### src/rtl/lsu_mem_port.sv
// Load/store unit bridging single RISC-V load/store requests onto a word-only data memory.
// Sub-word stores are done as read-modify-write; illegal requests get an error response.
module lsu_mem_port #(
    parameter int unsigned MEM_BYTES = 16384
) (
    input  logic        clk_i,
    input  logic        rst_i,
    input  logic        req_valid_i,
    output logic        req_ready_o,
    input  logic        req_we_i,
    input  logic [2:0]  req_funct3_i,
    input  logic [31:0] req_addr_i,
    input  logic [31:0] req_wdata_i,
    output logic        resp_valid_o,
    output logic [31:0] resp_rdata_o,
    output logic        resp_err_o,
    output logic        mem_write_o,
    output logic [31:0] mem_addr_o,
    output logic [31:0] mem_wdata_o,
    input  logic [31:0] mem_rdata_i
);

    typedef enum logic [1:0] {IDLE, ACCESS, MERGE, RESP} state_e;

    state_e      state_q, state_d;
    logic [31:0] addr_q, wdata_q;
    logic [31:0] data_q, data_d;
    logic [2:0]  funct3_q;
    logic        we_q;
    logic        err_q, err_d;

    logic        req_err;
    logic [7:0]  byte_sel;
    logic [15:0] half_sel;
    logic [31:0] load_val;
    logic [31:0] merge_val;

    always_comb begin
        req_err = 1'b0;
        case (req_funct3_i)
            3'b000, 3'b100: req_err = 1'b0;
            3'b001, 3'b101: req_err = req_addr_i[0];
            3'b010:         req_err = (req_addr_i[1:0] != 2'b00);
            default:        req_err = 1'b1;
        endcase
        // Unsigned variants only make sense for loads.
        if (req_we_i && req_funct3_i[2]) req_err = 1'b1;
        if (req_addr_i >= MEM_BYTES) req_err = 1'b1;
    end

    always_comb begin
        case (addr_q[1:0])
            2'd0:    byte_sel = mem_rdata_i[7:0];
            2'd1:    byte_sel = mem_rdata_i[15:8];
            2'd2:    byte_sel = mem_rdata_i[23:16];
            default: byte_sel = mem_rdata_i[31:24];
        endcase
        half_sel = addr_q[1] ? mem_rdata_i[31:16] : mem_rdata_i[15:0];
        case (funct3_q)
            3'b000:  load_val = {{24{byte_sel[7]}}, byte_sel};
            3'b100:  load_val = {24'h000000, byte_sel};
            3'b001:  load_val = {{16{half_sel[15]}}, half_sel};
            3'b101:  load_val = {16'h0000, half_sel};
            default: load_val = mem_rdata_i;
        endcase
    end

    always_comb begin
        merge_val = data_q;
        if (!funct3_q[0]) begin
            case (addr_q[1:0])
                2'd0:    merge_val[7:0]   = wdata_q[7:0];
                2'd1:    merge_val[15:8]  = wdata_q[7:0];
                2'd2:    merge_val[23:16] = wdata_q[7:0];
                default: merge_val[31:24] = wdata_q[7:0];
            endcase
        end else if (addr_q[1]) begin
            merge_val[31:16] = wdata_q[15:0];
        end else begin
            merge_val[15:0] = wdata_q[15:0];
        end
    end

    always_comb begin
        state_d      = state_q;
        data_d       = data_q;
        err_d        = err_q;
        mem_write_o  = 1'b0;
        mem_addr_o   = '0;
        mem_wdata_o  = '0;
        resp_valid_o = 1'b0;
        resp_err_o   = 1'b0;
        resp_rdata_o = '0;
        case (state_q)
            IDLE: begin
                if (req_valid_i) begin
                    err_d   = req_err;
                    data_d  = '0;
                    state_d = req_err ? RESP : ACCESS;
                end
            end
            ACCESS: begin
                mem_addr_o = {addr_q[31:2], 2'b00};
                state_d    = RESP;
                if (!we_q) begin
                    data_d = load_val;
                end else if (funct3_q == 3'b010) begin
                    mem_write_o = 1'b1;
                    mem_wdata_o = wdata_q;
                end else begin
                    // Sub-word store: keep the old word for the merge cycle.
                    data_d  = mem_rdata_i;
                    state_d = MERGE;
                end
            end
            MERGE: begin
                mem_addr_o  = {addr_q[31:2], 2'b00};
                mem_write_o = 1'b1;
                mem_wdata_o = merge_val;
                state_d     = RESP;
            end
            default: begin
                resp_valid_o = 1'b1;
                resp_err_o   = err_q;
                resp_rdata_o = (we_q || err_q) ? '0 : data_q;
                state_d      = IDLE;
            end
        endcase
    end

    assign req_ready_o = (state_q == IDLE) && !rst_i;

    always_ff @(posedge clk_i or posedge rst_i) begin
        if (rst_i) begin
            state_q  <= IDLE;
            addr_q   <= '0;
            wdata_q  <= '0;
            data_q   <= '0;
            funct3_q <= '0;
            we_q     <= 1'b0;
            err_q    <= 1'b0;
        end else begin
            state_q <= state_d;
            data_q  <= data_d;
            err_q   <= err_d;
            if (state_q == IDLE && req_valid_i) begin
                addr_q   <= req_addr_i;
                wdata_q  <= req_wdata_i;
                funct3_q <= req_funct3_i;
                we_q     <= req_we_i;
            end
        end
    end

endmodule

### config.mk
export PLATFORM = sky130hd
export DESIGN_NAME = lsu_mem_port
export DESIGN_NICKNAME = d
export VERILOG_FILES = /design/src/rtl/lsu_mem_port.sv
export SDC_FILE = /design/constraint.sdc
export NUM_CORES = 1
export LEC_CHECK = 0
export BUFFER_PORTS_ARGS = -buffer_cell sky130_fd_sc_hd__buf_2
export CAP_MARGIN = 20
export CORE_UTILIZATION = 45
export DETAILED_ROUTE_END_ITERATION = 8
export GPL_TIMING_DRIVEN = 0
export PLACE_DENSITY = 0.75
export SYNTH_ARGS = -nofsm -noshare
export SYNTH_HDL_FRONTEND = slang
export SYNTH_SLANG_ARGS = --single-unit
### constraint.sdc
create_clock -name clk_i -period 3.5 [get_ports clk_i]
set_clock_uncertainty 0.1 [all_clocks]
set_input_delay 0.7 -clock clk_i [delete_from_list [all_inputs] [get_ports clk_i]]
set_output_delay 0.7 -clock clk_i [all_outputs]
set_load 0.1 [all_outputs]
==> impl_metrics.tcl, run 1 <==
set metrics [dict create \
    outcome "completed" \
    synthXorXnorAreaFrac_pct 0 \
    place.gp.congestion 0.890 \
    syn_inst 583 \
    setup_viol 0 \
    fmax_ghz 0.297 \
    cp_data_required_time_ns 2.70 \
    path_class "register to output port" \
    critPathMaxStageDelay_ns 0.43 \
    grt_overflow_total 0 \
    yosysSeqAreaShare_pct 42.7 \
    antenna_found_initial 0 \
    ios 203 \
    rsz0062_at_grt "no" \
    first_pass_iters 5 \
    cts_buffer_depth 2 \
    async_flop_share_pct 100 \
    wl_per_cell_um 19.7 \
    design.die.area_um2 13900 \
    hold_viol_final 0 \
    final_core_util_pct 60.3 \
    initial_utilization_pct 46.9 \
    synth.distinct_cells 52 \
    drive_above_1_share_pct 43.8 \
    grt_pass1_vias 5470 \
    htree_levels 3 \
    fin_crit_ns 3.37 \
    clkLatencyLatePin_ns 0.36 \
    fill_cells 1137 \
    critPathLaunchType "register" \
    rows 41 \
    ff2ff_path_depth 5 \
    ctsHoldBuffers 0 \
    yosys_register_bits 103 \
    slowest_stage "buf_2" \
    grt_usage_pct 28.3 \
    reg2reg_slack_ns 1.27 \
    drc 0 \
    cp-end-kind "output port" \
    grt_max_degree 40 \
    max_slew.worst_pin.slew_ns 0.732 \
    design.core.area_um2 12900 \
    instances_no_fill 973 \
    crit_chain "inv_1, ha_1, buf_4, clkbuf_1, o221ai_1, a21boi_2, buf_2" \
    syn_to_final_growth_pct 28.5 \
    synth_fa_ha_area_share_pct 0.829 \
    holdCritPathClass "input pin to async pin" \
    synth_top_family_by_area "compound AO/OA/AOI/OAI gates" \
    synth_area_per_cell_um2 10.4 \
    yosys.area_share.simple_pct 18.1 \
    period_share_pct 96.2 \
    via_per_inst 5.58 \
    rr_startpoint "state_q[0]$_DFFE_PP0P_" \
    clk_pin_slew_worst_paths_ns 0.07 \
    r2r_end "wdata_q[28]$_DFFE_PP0P_" \
    die_h_um 118 \
    initialDrtViolationCount 407 \
    slew-limit-headroom_pct 51.1 \
    finalMaxSlewViolations 0 \
    synth_compound_area_share_pct 18.5 \
    cts_setup_buffers 0 \
    routed_wl_mm 19.1 \
    synth_warnings 0 \
    dp_hpwl_mm 15.2 \
    ant_nets 0 \
    drv_cap 0 \
    worst-path-buf-inv 4 \
    path_delay_family "buffers and inverters" \
    routed-via-count 5425 \
    syn-cell-area_um2 6040 \
    die_w_um 118 \
    cts_sinks 103 \
    grt_pass1_wl_mm 30.1 \
    io_buffers 200 \
    nets 903 \
    clockRootBuffer "clkbuf_16" \
    synth_edf_count 0 \
    num_antenna_cells 0 \
    cts_tree "yes" \
    crit_fanout 10 \
    synthMuxAreaShare_pct 15.1 \
    cts_buffers 9 \
    synth_flop_cell "dfrtp_1" \
    dp_cells 958 \
    arrival_ns 2.57 \
]
==> cell usage after synthesis (all sizes together), types with 2 or more instances <==
| master | instances | share of area [%] |
|---|---|---|
| a211o | 6 | 0.87 |
| a211oi | 8 | 0.99 |
| a21boi | 24 | 3.0 |
| a21o | 15 | 1.9 |
| a21oi | 19 | 1.6 |
| a221o | 16 | 2.7 |
| a22oi | 11 | 1.4 |
| and2 | 63 | 6.5 |
| and3b | 6 | 0.87 |
| buf | 20 | 2.2 |
| clkbuf | 26 | 1.6 |
| dfrtp | 103 | 43 |
| ha | 4 | 0.83 |
| inv | 14 | 0.87 |
| mux2 | 78 | 15 |
| mux2i | 2 | 0.39 |
| nand2 | 45 | 2.8 |
| nand2b | 3 | 0.31 |
| nand3 | 10 | 1.0 |
| nor2 | 23 | 1.6 |
| nor2b | 11 | 1.1 |
| nor3b | 9 | 1.1 |
| nor4 | 7 | 0.97 |
| o211ai | 4 | 0.50 |
| o21a | 2 | 0.25 |
| o21ai | 11 | 0.91 |
| o221ai | 16 | 2.3 |
| o2bb2ai | 2 | 0.29 |
| o31ai | 9 | 1.1 |
| or3 | 6 | 0.62 |
==> placed cells by master (no fill, tap or decap), types with 6 or more instances in the layout <==
| cell | n |
|---|---|
| buf_2 | 200 |
| dfrtp_1 | 103 |
| mux2_2 | 76 |
| and2_1 | 63 |
| nand2_1 | 45 |
| clkbuf_1 | 24 |
| nor2_1 | 20 |
| a21oi_1 | 17 |
| a221o_1 | 16 |
| o221ai_1 | 16 |
| a21o_1 | 15 |
| a21boi_1 | 14 |
| inv_1 | 12 |
| buf_4 | 11 |
| o21ai_0 | 11 |
| a22oi_1 | 11 |
| a21boi_2 | 10 |
| nand3_1 | 9 |
| o31ai_1 | 9 |
| clkbuf_16 | 9 |
| a211oi_1 | 8 |
| nor3b_1 | 8 |
| nor2b_2 | 8 |
| nor4_1 | 6 |
| or3_1 | 6 |
| and3b_1 | 6 |
| a211o_1 | 6 |
==> layout make-up <==
type	instances	area [um^2]	area share, %
well taps	172	215	2.77
clock buffers	10	239	3.08
clock inverters	6	100	1.29
inverters	15	63.8	0.822
multi-input cells	420	3270	42.1
repair buffers	202	1070	13.8
plain buffers	45	229	2.95
flip-flops and latches	103	2580	33.2
==> per-stage QoR <==
stage	setup slack (ns)	hold WS, ns	TNS, ns	instance area [um^2]
global placement	0.342	0.380	0	7320
CTS	0.0153	0.386	0	7740
detailed placement	0.274	0.386	0	7360
global route	0.0111	0.408	0	7760
finish	0.134	0.364	0	7760
floorplan	-0.0503	0.363	-0.0503	6100
==> routing by layer <==
layer	up-vias	share of wire, %	global-route usage, %
met4	0	2.9	12.8
met3	30	8.2	6.69
met2	248	46	45.1
met1	2618	43	36.5
li1	2529	-	-
met5	-	0	0
==> cells by family after synthesis <==
kind of cell    after synthesis
compound gates              145
other cells                   1
simple gates                189
flops                       103
buf+inv                      61
mux                          80
fa+ha+maj                     4
==> state kept, by name, summed over array words and instances, names as in the netlist <==
| signal | flops |
|---|---|
| state_q | 2 |
| funct3_q | 3 |
| we_q | 1 |
| wdata_q | 32 |
| addr_q | 32 |
| err_q | 1 |
| data_q | 32 |
==> worst max-delay path by stage <==
stage,endpoint,depth (start not counted),start
2_1_floorplan,mem_wdata_o[12],7,state_q[1]$_DFFE_PP0P_
3_3_place_gp,mem_wdata_o[5],8,state_q[0]$_DFFE_PP0P_
3_5_place_dp,mem_wdata_o[6],8,state_q[0]$_DFFE_PP0P_
4_1_cts,mem_wdata_o[7],8,state_q[0]$_DFFE_PP0P_
5_1_grt,mem_wdata_o[18],8,state_q[1]$_DFFE_PP0P_
6_report,mem_wdata_o[24],7,state_q[0]$_DFFE_PP0P_
==> timing repair <==
action | 4_1_cts | 5_1_grt
resized for setup | 10 | 7
setup endpoints to repair | 39 | 50
pin swaps | 0 | 1
Power of run 1 is not shown: default switching activity piles up to over one toggle a cycle in this logic, so the estimate is an artifact.
==> inputs of run 2 (changes only) <==
--- a/config.mk
+++ b/config.mk
@@ -5,8 +5,9 @@
 export SDC_FILE = /design/constraint.sdc
 export NUM_CORES = 1
 export LEC_CHECK = 0
+export ABC_AREA = 1
 export BUFFER_PORTS_ARGS = -buffer_cell sky130_fd_sc_hd__buf_2
-export CAP_MARGIN = 20
+export CAP_MARGIN = 10
 export CORE_UTILIZATION = 45
 export DETAILED_ROUTE_END_ITERATION = 8
 export GPL_TIMING_DRIVEN = 0
==> impl_metrics.tcl, run 2 <==
set metrics [dict create \
    synth_warnings 0 \
    slew-limit-headroom_pct 21.0 \
    nets 1197 \
    pre_cts_ws_ns 0.247 \
    drive_above_1_share_pct 33.3 \
    crit_fanout 10 \
    rr_startpoint "state_q[0]$_DFFE_PP0P_" \
    reg_top3 "addr_q x32, data_q x32, wdata_q x32" \
    fin_ws_ns 0.0754 \
    design.core.area_um2 13900 \
    cp_data_required_time_ns 2.70 \
    ios 203 \
    antenna_found_initial 0 \
    critPathLaunchType "register" \
    yosys-top-cells-area "dfrtp_1 40%, nand2_1 14%, mux2_2 8.0%" \
    clk_pin_slew_worst_paths_ns 0.07 \
    htree_levels 3 \
    outcome "completed" \
    period_share_pct 97.8 \
    wl_per_cell_um 17.4 \
    synth.distinct_cells 36 \
    async_flop_share_pct 100 \
    yosys-top-cells-count "235 x nand2_1, 103 x dfrtp_1, 103 x inv_1" \
    via_per_inst 5.49 \
    cp-end-kind "output port" \
    mostFrequentLayoutCells "235 x nand2_1, 208 x buf_2, 103 x dfrtp_1" \
    initial_utilization_pct 46.5 \
    place.gp.congestion 0.950 \
    crit_start "state_q[0]$_DFFE_PP0P_" \
    ant_nets 0 \
    cts_buffers 9 \
    design.die.area_um2 14900 \
    synth_area_per_cell_um2 7.41 \
    mostFrequentLayoutCell "nand2_1" \
    die_h_um 122 \
    finalMaxSlewViolations 0 \
    routed_wl_mm 22.1 \
    reg2reg_slack_ns 1.18 \
    first_pass_iters 7 \
    grt_usage_pct 30.1 \
    clockRootBuffer "clkbuf_16" \
    drc 0 \
    syn_to_final_growth_pct 29.3 \
    cts_buffer_depth 2 \
    synth_flop_cell "dfrtp_1" \
    max_slew.worst_pin.slew_ns 1.18 \
    setup_viol 0 \
    rows 43 \
    io_buffers 200 \
    clkLatencyLatePin_ns 0.36 \
    grt_pass1_vias 6471 \
    yosys_register_bits 103 \
    die_w_um 122 \
    synth_top_area_share_pct 39.8 \
    grt_max_degree 34 \
    dp_hpwl_mm 17.3 \
    num_antenna_cells 0 \
    synth_edf_count 0 \
    routed-via-count 6991 \
    rsz0062_at_grt "no" \
    drv_cap 0 \
    grt_overflow_total 0 \
    holdCritPathClass "input pin to async pin" \
    path_class "register to output port" \
    fmax_ghz 0.292 \
    fin_crit_ns 3.42 \
    r2r_end "wdata_q[12]$_DFFE_PP0P_" \
    yosysMostFrequentCell "nand2_1" \
    netlist.top_cell.by_area "dfrtp_1" \
    ff2ff_path_depth 7 \
    initialDrtViolationCount 536 \
    ctsHoldBuffers 0 \
    yosysSeqAreaShare_pct 39.8 \
    cts_tree "yes" \
    grt_pass1_wl_mm 33.7 \
    cts_sinks 103 \
    hold_viol_final 0 \
    syn-cell-area_um2 6480 \
    syn_inst 874 \
    arrival_ns 2.62 \
    cts_setup_buffers 0 \
]
-- run 2: cell types whose count changed after synthesis, moves of 18 or more --
cell      before  now
inv_1         13  103
o21ai_0       11   65
nand3_1        9   48
nor3_1         1   28
o211ai_1       4   22
mux2_2        76   46
a21boi_0      21    0
nand2_1       45  235
and2_1        63    0
a21oi_1       18   79
-- run 2: layout make-up --
class                      count  area [um^2]
multi-input combinational    604         3460
inverter                     111          422
clock buffer                  11          243
buffer                        57          310
timing repair buffer         204         1110
sequential                   103         2580
tap                          180          225
fill                        1330         5560
clock inverter                 4         30.0
-- run 2: how the worst max path moves through the flow --
stage                                  end  slack (ns)  cells past startpoint
after floorplan             mem_wdata_o[2]      -0.004                      6
after global placement    resp_rdata_o[23]        0.23                      6
after detailed placement  resp_rdata_o[11]        0.25                      6
after CTS                 resp_rdata_o[12]       0.002                      6
after global routing        mem_wdata_o[7]       0.007                      6
final                       mem_wdata_o[7]        0.08                      6
-- run 2: through the flow --
step	area (um^2)	hold WS, ns	std cells	setup TNS (ns)	utilization [%]
final	8370	0.253	1274	0	60.1
after global routing	8370	0.280	1274	0	60.1
after CTS	8350	0.257	1274	0	59.9
after detailed placement	8070	0.367	1259	0	57.9
after global placement	7990	0.361	1255	0	57.3
after floorplan	6760	0.349	875	-0.0216	-
-- run 2: critical path, cell delays in order (launching register included) --
cell and delay (ns):
dfrtp_1 0.42, inv_1 0.10, ha_1 0.36, clkinv_1 0.25
clkbuf_1 0.33, a21oi_1 0.32, buf_2 0.49
-- run 2: repair_timing --
action / 4_1_cts / 5_1_grt
endpoints found under the setup margin: 10 / 29
pin swaps: 0 / 0
gates resized for setup: 3 / 15
-- run 2: cell families after synthesis --
group,synth area share (%)
DFF,39.8
AOI/OAI and AO/OA,14.9
muxes,8.00
other,0.0579
buffers and inverters,11.1
adders and majority gates,0.773
and+or+nand+nor,25.3
-- run 2: per-layer routing --
metal  vias up  part of all wire [%]  wire (um)  track usage [%]
met3        74                    11       2350             8.29
met5         -                     0          0                0
met1      3248                    41       8980             39.0
met4         0                   4.3        943             13.1
met2       412                    45       9870             46.8
li1       3257                     -          -                -
Power of run 2 is left out for the same reason.
==> inputs of run 3 (changes only) <==
--- a/config.mk
+++ b/config.mk
@@ -5,7 +5,6 @@
 export SDC_FILE = /design/constraint.sdc
 export NUM_CORES = 1
 export LEC_CHECK = 0
-export ABC_AREA = 1
 export BUFFER_PORTS_ARGS = -buffer_cell sky130_fd_sc_hd__buf_2
 export CAP_MARGIN = 10
 export CORE_UTILIZATION = 45
==> impl_metrics.tcl, run 3 (synthesized netlist as in run 1, its figures left out) <==
set metrics [dict create \
    routed-via-count 5425 \
    design.die.area_um2 13900 \
    rr_startpoint "state_q[0]$_DFFE_PP0P_" \
    clockRootBuffer "clkbuf_16" \
    max_slew.worst_pin.slew_ns 0.732 \
    rsz0062_at_grt "no" \
    cts_setup_buffers 0 \
    drc 0 \
    ff2ff_path_depth 5 \
    die_w_um 118 \
    grt_usage_pct 28.3 \
    initialDrtViolationCount 407 \
    routed_wl_mm 19.1 \
    grt_overflow_total 0 \
    setup_viol 0 \
    slew-limit-headroom_pct 51.1 \
    mostFrequentLayoutCells "200 x buf_2, 103 x dfrtp_1, 76 x mux2_2" \
    die_h_um 118 \
    htree_levels 3 \
    arrival_ns 2.57 \
    cts_sinks 103 \
    wl_per_cell_um 19.7 \
    ant_nets 0 \
    period_share_pct 96.2 \
    dpl-instance-area_um2 7360 \
    reg_top3 "addr_q x32, data_q x32, wdata_q x32" \
    fmax_ghz 0.297 \
    cp-end-kind "output port" \
    initial_utilization_pct 46.9 \
    place.gp.congestion 0.890 \
    antenna_found_initial 0 \
    final_core_util_pct 60.3 \
    cts_tree "yes" \
    cts_buffers 9 \
    ctsHoldBuffers 0 \
    drive_above_1_share_pct 43.8 \
    nets 903 \
    critPathLaunchType "register" \
    outcome "completed" \
    drv_cap 0 \
    grt_pass1_vias 5470 \
    holdCritPathClass "input pin to async pin" \
    hold_viol_final 0 \
    via_per_inst 5.58 \
    cts_buffer_depth 2 \
    reg2reg_slack_ns 1.27 \
    crit_fanout 10 \
    r2r_end "wdata_q[28]$_DFFE_PP0P_" \
    syn_to_final_growth_pct 28.5 \
    mostFrequentLayoutCell "buf_2" \
    ios 203 \
    grt_max_degree 40 \
    design.core.area_um2 12900 \
    path_class "register to output port" \
    first_pass_iters 5 \
    clk_pin_slew_worst_paths_ns 0.07 \
    io_buffers 200 \
    grt_pass1_wl_mm 30.1 \
    clkLatencyLatePin_ns 0.36 \
    cp_data_required_time_ns 2.70 \
    dp_hpwl_mm 15.2 \
    rows 41 \
    fin_crit_ns 3.37 \
    stdcell_area_um2 7760 \
    finalMaxSlewViolations 0 \
    num_antenna_cells 0 \
]
[run 3: worst max-delay path, stage by stage, from the launching register on]
cell and delay, ns:
dfrtp_1 0.42, inv_1 0.10, ha_1 0.14, buf_4 0.18
clkbuf_1 0.41, o221ai_1 0.33, a21boi_2 0.19, buf_2 0.43
[run 3: metal layers]
layer | routed length (um) | global-route usage [%] | part of all wire (%) | up-vias
met5 | 0 | 0 | 0 | -
met4 | 563 | 12.8 | 2.9 | 0
met3 | 1580 | 6.69 | 8.2 | 30
met2 | 8820 | 45.1 | 46 | 248
met1 | 8190 | 36.5 | 43 | 2618
li1 | - | - | - | 2529
[run 3: worst max-delay path by stage]
stage	startpoint	end	slack, ns
6_report	state_q[0]$_DFFE_PP0P_	mem_wdata_o[24]	0.13
5_1_grt	state_q[1]$_DFFE_PP0P_	mem_wdata_o[18]	0.01
4_1_cts	state_q[0]$_DFFE_PP0P_	mem_wdata_o[7]	0.02
3_5_place_dp	state_q[0]$_DFFE_PP0P_	mem_wdata_o[6]	0.27
3_3_place_gp	state_q[0]$_DFFE_PP0P_	mem_wdata_o[5]	0.34
2_1_floorplan	state_q[1]$_DFFE_PP0P_	mem_wdata_o[12]	-0.05
[run 3: through the flow]
| step | setup TNS [ns] | hold WS, ns | cells | setup slack [ns] |
|---|---|---|---|---|
| 4_1_cts | 0 | 0.386 | 974 | 0.0153 |
| 6_report | 0 | 0.364 | 973 | 0.134 |
| 3_5_place_dp | 0 | 0.386 | 958 | 0.274 |
| 3_3_place_gp | 0 | 0.380 | 956 | 0.342 |
| 2_1_floorplan | -0.0503 | 0.363 | 584 | -0.0503 |
| 5_1_grt | 0 | 0.408 | 973 | 0.0111 |
[run 3: area by class of cell]
cell class              instances  area, um^2
fillers                      1137        5120
repair buffers                202        1070
multi-input cells             420        3270
inverters                      15        63.8
clock inverters                 6         100
plain buffers                  45         229
clock buffers                  10         239
flip-flops and latches        103        2580
well taps                     172         215
[run 3: repair_timing]
action                     4_1_cts  5_1_grt
pin swaps                        0        1
gates resized for setup         10        7
setup endpoints to repair       39       50
Power of run 3 is left out for the same reason.
